### src/rtl/vedic_pkg.sv
`default_nettype none
// ============================================================================
// Module      : vedic_pkg
// Description : Shared types and sizing helpers for the sequential
//               Urdhva-Tiryagbhyam multiplier.
//               - state_t  : controller states {IDLE, CALC, DONE}
//               - carry_w  : width of the running column carry
//               - col_w    : width of the column index counter
// Config      : VEDIC_SIGNED_EN (used by vedic_seq_mult, not here)
// Revision    : 1.0 - initial release
// ============================================================================
package vedic_pkg;

   typedef enum logic [1:0] {
      IDLE = 2'd0,
      CALC = 2'd1,
      DONE = 2'd2
   } state_t;

   // Column sum is at most WIDTH partial-product bits plus a carry below
   // 2*WIDTH, so $clog2(2*width)+1 bits can never overflow.
   function automatic int carry_w(input int width);
      return $clog2(2 * width) + 1;
   endfunction

   // Highest column index is 2*width-2 and the counter stops one past it.
   function automatic int col_w(input int width);
      return $clog2(2 * width);
   endfunction

endpackage : vedic_pkg
`default_nettype wire

### src/rtl/vedic_column_sum.sv
`default_nettype none
// ============================================================================
// Module      : vedic_column_sum
// Description : Combinational sum of one product column: the number of
//               set partial-product bits a[i]&b[j] with i+j == k, plus the
//               incoming carry.
// Ports       : a, b      in  WIDTH  latched operands
//               k         in  COLW   column index
//               carry_in  in  CW     running carry from column k-1
//               s         out CW     column sum (product bit is s[0])
// Config      : none
// Revision    : 1.0 - initial release
// ============================================================================
module vedic_column_sum
   import vedic_pkg::*;
#(
   parameter int WIDTH = 8
)(
   input  logic [WIDTH-1:0]           a,
   input  logic [WIDTH-1:0]           b,
   input  logic [col_w(WIDTH)-1:0]    k,
   input  logic [carry_w(WIDTH)-1:0]  carry_in,
   output logic [carry_w(WIDTH)-1:0]  s
);

   localparam int CW   = carry_w(WIDTH);
   localparam int COLW = col_w(WIDTH);
   localparam int NT   = WIDTH * WIDTH;

   logic [NT-1:0] term;
   logic [CW-1:0] acc [0:NT];

   assign acc[0] = carry_in;

   // Every partial product is masked by its diagonal, then all of them are
   // folded into a ripple accumulator; only the k-th diagonal contributes.
   for (genvar i = 0; i < WIDTH; i++) begin : g_row
      for (genvar j = 0; j < WIDTH; j++) begin : g_bit
         localparam int N = i * WIDTH + j;
         assign term[N]    = a[i] & b[j] & (k == COLW'(i + j));
         assign acc[N + 1] = acc[N] + CW'(term[N]);
      end
   end

   assign s = acc[NT];

endmodule : vedic_column_sum
`default_nettype wire

### src/rtl/vedic_seq_mult.sv
`default_nettype none
// ============================================================================
// Module      : vedic_seq_mult
// Description : Sequential vertical-and-crosswise multiplier. Resolves one
//               product column per clock with a running carry; valid/ready
//               handshake on both sides, one product in flight at a time.
// Ports       : clk        in   1        clock, rising edge
//               rst        in   1        asynchronous reset, active-high
//               in_valid   in   1        operands valid
//               in_ready   out  1        operands accepted (IDLE only)
//               a, b       in   WIDTH    multiplicand / multiplier
//               out_valid  out  1        product valid, held until taken
//               out_ready  in   1        consumer accepts product
//               product    out  2*WIDTH  a*b
// Config      : VEDIC_SIGNED_EN - two's complement operands and product
// Revision    : 1.0 - initial release
// ============================================================================
module vedic_seq_mult
   import vedic_pkg::*;
#(
   parameter int WIDTH = 8
)(
   input  logic                  clk,
   input  logic                  rst,
   input  logic                  in_valid,
   output logic                  in_ready,
   input  logic [WIDTH-1:0]      a,
   input  logic [WIDTH-1:0]      b,
   output logic                  out_valid,
   input  logic                  out_ready,
   output logic [2*WIDTH-1:0]    product
);

   localparam int PW   = 2 * WIDTH;
   localparam int CW   = carry_w(WIDTH);
   localparam int COLW = col_w(WIDTH);
   localparam logic [COLW-1:0] LAST_COL = COLW'(PW - 2);

   state_t            state;
   state_t            state_nxt;
   logic [WIDTH-1:0]  a_q;
   logic [WIDTH-1:0]  b_q;
   logic [COLW-1:0]   col;
   logic [CW-1:0]     carry;
   logic [CW-1:0]     s;
   logic              accept;
   logic              last;
   logic [PW-1:0]     col_bit;
   logic [PW-1:0]     prod_upd;
   logic [PW-1:0]     mag;
   logic [PW-1:0]     final_prod;
   logic [WIDTH-1:0]  a_lat;
   logic [WIDTH-1:0]  b_lat;

   vedic_column_sum #(
      .WIDTH    (WIDTH)
   ) u_column_sum (
      .a        (a_q),
      .b        (b_q),
      .k        (col),
      .carry_in (carry),
      .s        (s)
   );

   // ---------------------------------------------------------------- FSM
   always_ff @(posedge clk or posedge rst) begin
      if (rst) state <= IDLE;
      else     state <= state_nxt;
   end

   always_comb begin
      state_nxt = state;
      in_ready  = 1'b0;
      out_valid = 1'b0;
      accept    = 1'b0;
      last      = 1'b0;
      case (state)
         IDLE: begin
            in_ready = 1'b1;
            if (in_valid) begin
               accept    = 1'b1;
               state_nxt = CALC;
            end
         end
         CALC: begin
            if (col == LAST_COL) begin
               last      = 1'b1;
               state_nxt = DONE;
            end
         end
         DONE: begin
            // Retiring only; a simultaneous in_valid waits for IDLE.
            out_valid = 1'b1;
            if (out_ready) state_nxt = IDLE;
         end
         default: state_nxt = IDLE;
      endcase
   end

   // ----------------------------------------------------------- datapath
   // Product bits are cleared on accept, so OR-ing in the new column bit is
   // enough. On the last column the carry's low bit (s[1]) is the MSB.
   assign col_bit  = {{(PW-1){1'b0}}, 1'b1} << col;
   assign prod_upd = product | (s[0] ? col_bit : '0);
   assign mag      = prod_upd | (s[1] ? {1'b1, {(PW-1){1'b0}}} : '0);

`ifdef VEDIC_SIGNED_EN
   logic sign_q;

   // |-2^(W-1)| wraps to 2^(W-1), which is still correct read as unsigned.
   assign a_lat      = a[WIDTH-1] ? -a : a;
   assign b_lat      = b[WIDTH-1] ? -b : b;
   assign final_prod = sign_q ? -mag : mag;

   always_ff @(posedge clk or posedge rst) begin
      if (rst)         sign_q <= 1'b0;
      else if (accept) sign_q <= a[WIDTH-1] ^ b[WIDTH-1];
   end
`else
   assign a_lat      = a;
   assign b_lat      = b;
   assign final_prod = mag;
`endif

   always_ff @(posedge clk or posedge rst) begin
      if (rst) begin
         a_q     <= '0;
         b_q     <= '0;
         col     <= '0;
         carry   <= '0;
         product <= '0;
      end else if (accept) begin
         a_q     <= a_lat;
         b_q     <= b_lat;
         col     <= '0;
         carry   <= '0;
         product <= '0;
      end else if (state == CALC) begin
         col     <= col + 1'b1;
         carry   <= s >> 1;
         product <= last ? final_prod : prod_upd;
      end
   end

endmodule : vedic_seq_mult
`default_nettype wire

### config.mk
export PLATFORM = sky130hd
export DESIGN_NAME = vedic_seq_mult
export DESIGN_NICKNAME = d
export VERILOG_FILES = /design/src/rtl/vedic_pkg.sv /design/src/rtl/vedic_column_sum.sv /design/src/rtl/vedic_seq_mult.sv
export SDC_FILE = /design/constraint.sdc
export NUM_CORES = 1
export LEC_CHECK = 0
export BUFFER_PORTS_ARGS = -buffer_cell sky130_fd_sc_hd__buf_2
export CAP_MARGIN = 20
export CORE_MARGIN = 2
export CORE_UTILIZATION = 30
export CTS_CLUSTER_DIAMETER = 30
export DETAILED_ROUTE_END_ITERATION = 8
export PLACE_DENSITY = 0.47
export REMOVE_ABC_BUFFERS = 1
export SLEW_MARGIN = 20
export SYNTH_ARGS = -nofsm -noshare
export SYNTH_HDL_FRONTEND = slang
export SYNTH_SLANG_ARGS = --single-unit
### constraint.sdc
create_clock -name clk -period 8.5 [get_ports clk]
set_clock_uncertainty 0.15 [all_clocks]
set_input_delay 0.85 -clock clk [delete_from_list [all_inputs] [get_ports clk]]
set_output_delay 0.85 -clock clk [all_outputs]
set_load 0.05 [all_outputs]
==> results.md <==
* Maximum clock insertion buffer count at 2
* 1st-iter DRT viols at 192
* Starting Density at 30.4%
* Power per cell area at 299 nW/um^2
* Leakage power figure at 2.25 nW
* CP Capture Type: register
* Routability-driven placement congestion ratio at 0.884
* Distinct cells, synth at 33
* GRT Resource Usage Total at 16.1%
* DRT Pass-1 Iters at 4
* Die height at 117 um
* Internal power contribution at 597 uW
* Inserted Diodes at 0
* # H-tree levels at 2
* Status: completed
* Count of state elements after synthesis at 42
* Number of slew-limit violations in the final report at 0
* Clock latency reported for the late side of the worst-skew pair at 0.29 ns
* Slew headroom at 41.0%
* Clk slew on worst S/H paths at 0.07 ns
* Total of endpoints with negative setup slack in the final report at 0
* Largest fanout on the critical path at 19
* Peak supply drop at 107 uV
* CTS root buf: clkbuf_16
* Shortest period the worst path allows at 7.75 ns
* Switching power at 677 uW
* P&R area growth vs syn at 12.2%
* Residual overflow from global routing at 0
* Number of resized instances in the post-cts repair step at 0
* Endpoint arrival time on the critical path at 7.75 ns
* Ys flop type: dfrtp_1
* ANT nets after route at 0
* Number of synthesis warnings at 0
* DIE AREA at 13600 sq um
* Final critical-path setup slack at 0.746 ns
* Row Count at 41
* Sequential cell fraction of total power at 33.0%
* Required arrival time at the worst endpoint at 8.50 ns
* Tcrit/Tclk final at 91.2%
* CTS Buf Count at 5
* Crit Path Category: register to register
* Count of fill cells added during filler insertion at 1324
* Utilization of the core after routing at 34.0%
* Number of global-route vias before repair at 3010
* Max-cap violation count at 0
* Die width at 117 um
* Share of power burned in combinational logic at 51.1%
* Wire per inst at 17.1 um
* Number of synthesized flops with an enable pin at 0
* Least-Margin Pin Slew at 0.886 ns
* Post-synthesis instance area at 3800 sq um
* Setup Slack @ Placement at 0.818 ns
* Number of vias per cell at 4.75
* Sequential area share after synthesis at 27.7%
* Summed negative setup slack over all endpoints at 0 ns
* Synthesized instance count at 397
* Power share of the clock group at 15.9%
* Switch share at 53.1%
* Core region area at 12500 sq um
* Largest net degree at the start of global routing at 43
* Number of buffers inserted by hold repair at cts at 0
* Endpoints failing hold at 0
* Number of sinks handled by clock tree synthesis at 42
* Average footprint of a synthesized cell at 9.57 sq um
* Fraction of synthesis flops using an asynchronous set or reset pin at 100%
* Path class of the lowest-slack min-delay path: register to register
* Achievable frequency at 129 MHz
* DRC violations left at 0
* Number of buffers added on ports at 37
* Routed wire length at 10100 um
* Initial antenna violation count at 0
* Kind of start point of the critical path: register
* Placed wire-length estimate after detailed placement at 7540 um
* Via total after detailed routing at 2807
* RSZ-0062 raised after global routing: no
* Share of post-route cells with drive strength above 1 at 11.9%
* TritonCTS clock tree: done
* Global-route wire length before repair at 16500 um
* Ports placed on the boundary at 38
* Number of nets at the end of the flow at 511
* Postcts setup bufs at 0
-- synth_stat cells (5+ instances only) --
cell type,n,share of area [%]
inv_1,64,6.3
fa_1,56,30
nand2_1,52,5.1
nand3_1,43,5.7
dfrtp_1,42,28
and3_1,26,4.3
ha_1,17,5.6
a22o_1,13,3.0
buf_2,10,1.3
buf_1,9,0.89
nor2b_1,9,1.5
o21ai_0,8,1.1
nor2_1,7,0.69
and2_1,6,0.99
clkbuf_1,6,0.59
nand4_1,5,0.82
-- stage by stage --
stage | cell area, sq um | std cells | power [mW] | hold slack [ns]
after CTS | 4260 | 591 | 1.28 | 0.347
after detailed placement | 4110 | 583 | 1.07 | 0.331
after global routing | 4260 | 591 | 1.38 | 0.373
after global placement | 4110 | 583 | 1.08 | 0.327
after floorplan | 3690 | 372 | 0.849 | 0.326
final | 4260 | 591 | 1.27 | 0.346
-- state kept, by name, indices dropped and copies added, names as in the netlist --
name     count
b_q          8
a_q          8
carry        4
state        2
product     16
col          4
-- worst max-delay path, cell delays in order, from the launching register on --
cell and delay (ns):
dfrtp_1 0.75, and2b_1 0.23, and2_0 0.42, nand3_1 0.19
fa_1 0.55, fa_1 0.56, inv_1 0.06, fa_1 0.53
inv_1 0.05, fa_1 0.49, inv_1 0.06, fa_1 0.50
inv_1 0.05, fa_1 0.47, fa_1 0.55, inv_1 0.06
fa_1 0.53, inv_1 0.05, fa_1 0.45, inv_1 0.08
fa_1 0.42, nand3_1 0.09, o21ai_0 0.08, a31oi_1 0.16
nor2_1 0.05
-- power by group through the flow --
stage,Combinational [mW],Sequential [mW],Clock (mW)
after floorplan,0.410,0.439,0
final,0.651,0.421,0.203
after detailed placement,0.653,0.418,0
after CTS,0.660,0.415,0.206
after global routing,0.730,0.435,0.215
after global placement,0.658,0.418,0
-- logic make-up after synthesis --
family | share of synthesized area, %
AO/OA/AOI/OAI | 5.80
XOR/XNOR | 1.51
adder cells (fa/ha/maj) | 35.1
buffers and inverters | 9.12
flip-flops | 27.7
AND/OR/NAND/NOR | 20.8
-- path summary, 6_finish.rpt --
kind	to	slack [ns]	cells after the start	from
min in group asynchronous	product[12]	0.54	3	rst
worst max register to register	product[15]	0.75	24	col[3]
worst min-delay path	product[7]	0.35	2	product[7]
worst max-delay path	product[15]	0.75	24	col[3]
max in group asynchronous	a_q[1]	7.29	3	rst
worst min register to register	product[7]	0.35	2	product[7]
-- layer usage --
layer  GRT usage, %  share of wire, %  up-vias
li1               -                 -     1298
met1           22.4                46     1399
met2           26.2                46       89
met3           2.49               5.1       21
met4           4.08               2.3        0
met5              0                 0        -
-- layout by cell type (no fill, tap or decap), drive strengths merged, types with 2 or more instances in the layout --
master,instances
a21oi,3
a22o,13
a31oi,2
and2,8
and3,26
buf,39
clkbuf,5
dfrtp,42
fa,56
ha,17
inv,66
nand2,52
nand3,43
nand4,5
nor2,8
nor2b,9
o21ai,9
o31ai,2
xnor2,3
-- layout make-up --
type | instances | area [sq um] | area share, %
clock buffers | 5 | 125 | 2.94
clock inverters | 3 | 27.5 | 0.646
inverters | 64 | 240 | 5.64
multi-input cells | 266 | 2400 | 56.4
flip-flops and latches | 42 | 1050 | 24.7
well taps | 172 | 215 | 5.05
repair buffers | 39 | 200 | 4.70
Note: power is estimated with default switching activity, not from simulation.
